$ cat src/rtl/rs232_status_tx.sv
// Serializes ACK / STATUS reply packets to the PC as 8N1 frames, bytes back-to-back, one DIV-cycle bit period.
// Latency: start bit on the line the cycle after a request is sampled; oDONE one cycle after the final stop bit.
// Backpressure: none upstream; one request queues behind the packet on the line, further ones pulse oOVERRUN.
module rs232_status_tx #(
    parameter int CLK_FREQ = 50000000,
    parameter int BAUD     = 115200,
    parameter int BIT_NUM  = 32
) (
    input  logic               iCLK,
    input  logic               iNRST,
    input  logic               iREQ_ACK,
    input  logic [7:0]         iACK_CODE,
    input  logic               iREQ_STATUS,
    input  logic               iARMED,
    input  logic               iRUNNING,
    input  logic [BIT_NUM-1:0] iTIME,
    output logic               oTXD,
    output logic               oBUSY,
    output logic               oDONE,
    output logic               oOVERRUN
);
    localparam int DIV    = (CLK_FREQ + BAUD / 2) / BAUD;
    localparam int NT     = BIT_NUM / 8;
    localparam int MAXLEN = NT + 3;
    localparam int PW     = MAXLEN * 8;
    localparam int DW     = (DIV > 1) ? $clog2(DIV) : 1;
    localparam int LW     = $clog2(MAXLEN + 1);

    typedef enum logic {IDLE, SEND} state_t;

    state_t             state;
    logic [DW-1:0]      divCnt;
    logic [3:0]         bitCnt;
    logic [LW-1:0]      bytesLeft;
    logic [PW-1:0]      pktBuf;
    logic [7:0]         curByte;

    logic               pendVld;
    logic               pendIsStat;
    logic [7:0]         pendCode;
    logic [1:0]         pendFlags;
    logic [BIT_NUM-1:0] pendTime;

    logic               launchPend;
    logic               launchNew;
    logic               launch;
    logic               storeReq;
    logic               storeIsStat;
    logic               dropReq;
    logic               ldIsStat;
    logic [7:0]         ldCode;
    logic [1:0]         ldFlags;
    logic [BIT_NUM-1:0] ldTime;
    logic [PW-1:0]      ldBuf;
    logic [LW-1:0]      ldLen;
    logic [7:0]         chk;
    logic [BIT_NUM-1:0] tmpTime;
    logic               bitEnd;
    logic               lastBit;
    logic               lastByte;

    assign curByte  = pktBuf[PW-1 -: 8];
    assign bitEnd   = (divCnt == DW'(DIV - 1));
    assign lastBit  = (bitCnt == 4'd9);
    assign lastByte = (bytesLeft == LW'(1));

    // A waiting request always launches before a new one; the slot it vacates can be refilled in the same cycle.
    always_comb begin
        launchPend  = (state == IDLE) && pendVld;
        launchNew   = (state == IDLE) && !pendVld && (iREQ_ACK || iREQ_STATUS);
        launch      = launchPend || launchNew;
        storeReq    = 1'b0;
        storeIsStat = 1'b0;
        dropReq     = 1'b0;
        if (launchNew) begin
            storeReq    = iREQ_ACK && iREQ_STATUS;
            storeIsStat = 1'b1;
        end else if (iREQ_ACK || iREQ_STATUS) begin
            storeReq    = !pendVld || launchPend;
            storeIsStat = !iREQ_ACK;
            dropReq     = (iREQ_ACK && iREQ_STATUS) || !storeReq;
        end
    end

    always_comb begin
        ldIsStat = launchPend ? pendIsStat : !iREQ_ACK;
        ldCode   = launchPend ? pendCode   : iACK_CODE;
        ldFlags  = launchPend ? pendFlags  : {iRUNNING, iARMED};
        ldTime   = launchPend ? pendTime   : iTIME;
        chk      = 8'h5A ^ {6'b0, ldFlags};
        tmpTime  = ldTime;
        for (int i = 0; i < NT; i++) begin
            chk     = chk ^ tmpTime[7:0];
            tmpTime = tmpTime >> 8;
        end
        // Packet is held MSB-first so the byte on the line is always the top byte.
        if (ldIsStat) begin
            ldBuf = {8'h5A, 6'b0, ldFlags, ldTime, chk};
            ldLen = LW'(NT + 3);
        end else begin
            ldBuf = {8'hA5, ldCode, 8'hA5 ^ ldCode, {(NT * 8){1'b0}}};
            ldLen = LW'(3);
        end
    end

    always_ff @(posedge iCLK or negedge iNRST) begin
        if (!iNRST) begin
            state      <= IDLE;
            divCnt     <= '0;
            bitCnt     <= '0;
            bytesLeft  <= '0;
            pktBuf     <= '0;
            pendVld    <= 1'b0;
            pendIsStat <= 1'b0;
            pendCode   <= '0;
            pendFlags  <= '0;
            pendTime   <= '0;
            oTXD       <= 1'b1;
            oBUSY      <= 1'b0;
            oDONE      <= 1'b0;
            oOVERRUN   <= 1'b0;
        end else begin
            oDONE    <= 1'b0;
            oOVERRUN <= dropReq;
            if (storeReq) begin
                pendVld    <= 1'b1;
                pendIsStat <= storeIsStat;
                pendCode   <= iACK_CODE;
                pendFlags  <= {iRUNNING, iARMED};
                pendTime   <= iTIME;
            end else if (launchPend) begin
                pendVld <= 1'b0;
            end
            case (state)
                IDLE: begin
                    if (launch) begin
                        state     <= SEND;
                        pktBuf    <= ldBuf;
                        bytesLeft <= ldLen;
                        bitCnt    <= '0;
                        divCnt    <= '0;
                        oTXD      <= 1'b0;
                        oBUSY     <= 1'b1;
                    end else begin
                        oTXD  <= 1'b1;
                        oBUSY <= 1'b0;
                    end
                end
                SEND: begin
                    if (!bitEnd) begin
                        divCnt <= divCnt + 1'b1;
                    end else begin
                        divCnt <= '0;
                        if (!lastBit) begin
                            bitCnt <= bitCnt + 1'b1;
                            oTXD   <= (bitCnt == 4'd8) ? 1'b1 : curByte[bitCnt[2:0]];
                        end else if (!lastByte) begin
                            bitCnt    <= '0;
                            bytesLeft <= bytesLeft - 1'b1;
                            pktBuf    <= pktBuf << 8;
                            oTXD      <= 1'b0;
                        end else begin
                            state <= IDLE;
                            oTXD  <= 1'b1;
                            oDONE <= 1'b1;
                            oBUSY <= pendVld || storeReq;
                        end
                    end
                end
            endcase
        end
    end
endmodule

$ cat config.mk
export PLATFORM = sky130hd
export DESIGN_NAME = rs232_status_tx
export DESIGN_NICKNAME = d
export VERILOG_FILES = /design/src/rtl/rs232_status_tx.sv
export SDC_FILE = /design/constraint.sdc
export NUM_CORES = 1
export LEC_CHECK = 0
export CORE_AREA = 2 2 101 152
export DETAILED_ROUTE_END_ITERATION = 16
export DIE_AREA = 0 0 103 154
export GPL_TIMING_DRIVEN = 0
export PLACE_DENSITY = 0.66
export SYNTH_ARGS = -nofsm -noshare
export SYNTH_HDL_FRONTEND = slang
export SYNTH_SLANG_ARGS = --single-unit
$ cat constraint.sdc
create_clock -name iCLK -period 2 [get_ports iCLK]
set_input_delay 0.2 -clock iCLK [delete_from_list [all_inputs] [get_ports iCLK]]
set_output_delay 0.2 -clock iCLK [all_outputs]
set_load 0.01 [all_outputs]
==> summary.txt <==
Yosys
  • Synth warn: 0
  • Synth Area per Inst: 10.8 µm²
  • Top cell type's share of synthesized area: 0.463
  • Area contributors post-synth: dfrtp_1 (46%), mux2_2 (9.0%), a221o_1 (5.1%)
  • Main synth FF type: dfrtp_1
  • Syn nets: 649
  • Most frequent cell after synthesis: dfrtp_1
  • Area leader, netlist: dfrtp_1
  • Ys async rst share: 1.00
  • Synthesized flop and latch total: 121
  • Top cells by count, synth: dfrtp_1 (120), nand2_1 (78), mux2_2 (52)
  • Post-Synthesis Cells: 599
  • Part of the Yosys area used for sequential elements: 0.467
  • EDFF count, synth: 0
  • Library cells used by synthesis: 72
  • Syn Std Cell Area: 6480 µm²

Critical path
  • Setup CP Type: reg -> reg
  • R2R Path Start: divCnt[1]
  • FF-to-FF path depth: 10
  • Crit path capture type: flip-flop
  • Nature of the critical path startpoint: flip-flop
  • Crit path arrival time: 2440 ps
  • Reg2reg setup slack: -140 ps
  • WP data required: 2300 ps
  • Worst-path maximum fanout: 7
  • FF-to-FF End: pktBuf[45]

Place
  • DP Worst Slack: -266 ps
  • Final Wtd Congestion: 0.832
  • DPL Wire Length: 12.1 mm
  • Placed cell areas: 7230 µm²
  • Number of port buffers: 47

Drt
  • Residual DRC: 0
  • ANT nets after route: 0
  • Routed length per instance: 19.5 µm
  • Vias post-DR: 5123
  • DR vias/cell: 5.69
  • 1st-iter DRT viols: 188
  • Final WL: 17.5 mm
  • Pre-antenna DRT Iters: 5

Floorplanning
  • IO Count: 50
  • Die W: 103 µm
  • Core Area: 14500 µm²
  • Starting density of the core: 0.448
  • Die H: 154 µm
  • # rows: 54
  • Die area: 15900 µm²

STA
  • Max Fclk: 466 MHz
  • Slew headroom: 0.577
  • RSZ-0062 raised after global routing: yes
  • Final worst slack: -145 ps
  • Hold Fails Final Rpt: 0
  • Tcrit/Tclk final: 1.07
  • Worst Max-Slew Pin Slew: 632 ps
  • Slew Viols, Final: 0
  • Final Skew: 7.65 ps
  • Number of setup violations in the final report: 45
  • Fin crit period: 2140 ps

Status
  • Status: finished, violations left
  • Failing checks: negative setup slack

Clock tree
  • Worst skew pair latency: 420 ps
  • # H-tree levels: 4
  • CTS Buffer Depth: 2
  • CTS root buf: clkbuf_16
  • Total CTS buffers: 17
  • Clock sink total: 121
  • Clock transition at path regs: 50 ps
  • CTS tree: built

Pwr
  • Peak VDD IR: 0.596 mV
  • Power per cell area: 887 nW/µm²
  • Pleak: 0.00366 µW

Global routing
  • Vias in the first global route: 5430
  • Initial antenna violation count: 0
  • Grt total ovfl: 0
  • GRT Total Usage: 0.231
  • First-pass GRT wire length: 27.6 mm
  • Largest net degree at the start of global routing: 79

Layout
  • # fillers: 1262
  • Ant. Diodes: 0
  • Net count, final: 743
  • Cell area after layout: 8220 µm²
  • Area Overhead vs Synth: 26.8%
  • Layout cells sized above 1: 0.254

Worst hold path
  • Min-Delay Endpoint: oOVERRUN
  • Worst min-delay path class: in -> reg
  • Worst Hold Launch: iREQ_ACK
  • Hold Crit Depth: 3

Flow run
  • Max-cap violations: 0
-- how the worst max path moves through the flow --
stage	from	endpoint	slack, ps	cells after the start
after floorplan	divCnt[1]	pktBuf[51]	6	8
after global placement	iNRST	pendTime[5]	-4000	1
after detailed placement	pendVld	pktBuf[30]	-270	8
after CTS	divCnt[1]	pktBuf[45]	-130	10
after global routing	divCnt[1]	pktBuf[43]	-200	10
final	divCnt[1]	pktBuf[45]	-140	10
-- worst max-delay path, stage by stage (launching register included) --
cell      delay (ps)
dfrtp_1          380
inv_1             60
ha_2             170
and4b_1          210
clkbuf_8         150
nand4b_4         100
a21o_1           210
buf_12           160
buf_12           130
buf_8            130
a221o_1          310
-- registers in the layout (all words and copies together) (netlist names) --
signal and flops:
divCnt 9, pendVld 1, oBUSY 1, oDONE 1, pktBuf 56, pendFlags 2
pendIsStat 1, oTXD 1, bytesLeft 3, oOVERRUN 1, bitCnt 4, pendTime 32
state 1, pendCode 8
-- per-layer routing --
layer  global-route usage  vias to the layer above  part of all wire
met3               0.0509                       62             0.042
met5                    0                        -                 0
li1                     -                     2346                 -
met4                0.132                        0             0.046
met2                0.408                      158              0.54
met1                0.247                     2557              0.37
-- repair_timing --
action	in CTS	in global routing
cloned	4	0
hold endpoints to repair	42	0
setup buffers	16	7
hold buffers	1	0
endpoints found under the setup margin	98	99
resized for setup	35	29
pin swaps	29	5
-- placed cells by master, fill, tap and decap left out, types with 21 or more instances in the layout --
master / instances
nand2_1: 78
dfrtp_1: 120
a21oi_1: 37
a221o_1: 33
xnor2_1: 23
xor2_1: 21
mux2_2: 52
mux2i_1: 26
clkdlybuf4s50_1: 46
-- power by group --
group,internal (µW),leakage (µW),switching (µW)
Combinational,782,0.00200,569
Clock,1610,0.000257,1060
Sequential,2900,0.00141,378
Total,5290,0.00366,2010
-- kinds of logic after synthesis --
kind of cell	share of synthesized area
AO/OA/AOI/OAI	0.153
XOR/XNOR	0.0664
adder cells (fa/ha/maj)	0.00926
buffers and inverters	0.0496
flip-flops	0.467
multiplexers	0.136
AND/OR/NAND/NOR	0.118
-- through the flow --
stage	std cells	hold slack, ps	setup TNS [ps]	power, µW	util
after floorplan	599	-95.6	0	4140	-
after global placement	842	468	-493410	4510	0.498
after detailed placement	843	160	-14380	4590	0.500
after CTS	894	84.6	-2050	7310	0.559
after global routing	900	112	-6360	7630	0.569
final	900	96.9	-2920	7300	0.569
-- area by class of cell --
| type | count | area [µm²] | area share |
|---|---|---|---|
| inverters | 17 | 63.8 | 0.00776 |
| multi-input cells | 417 | 3210 | 0.391 |
| repair buffers | 75 | 806 | 0.0980 |
| plain buffers | 44 | 354 | 0.0431 |
| clock inverters | 10 | 55.1 | 0.00670 |
| clock buffers | 20 | 457 | 0.0555 |
| flip-flops and latches | 121 | 3030 | 0.368 |
| well taps | 196 | 245 | 0.0298 |
No activity file was read; power rests on OpenSTA's default activity.
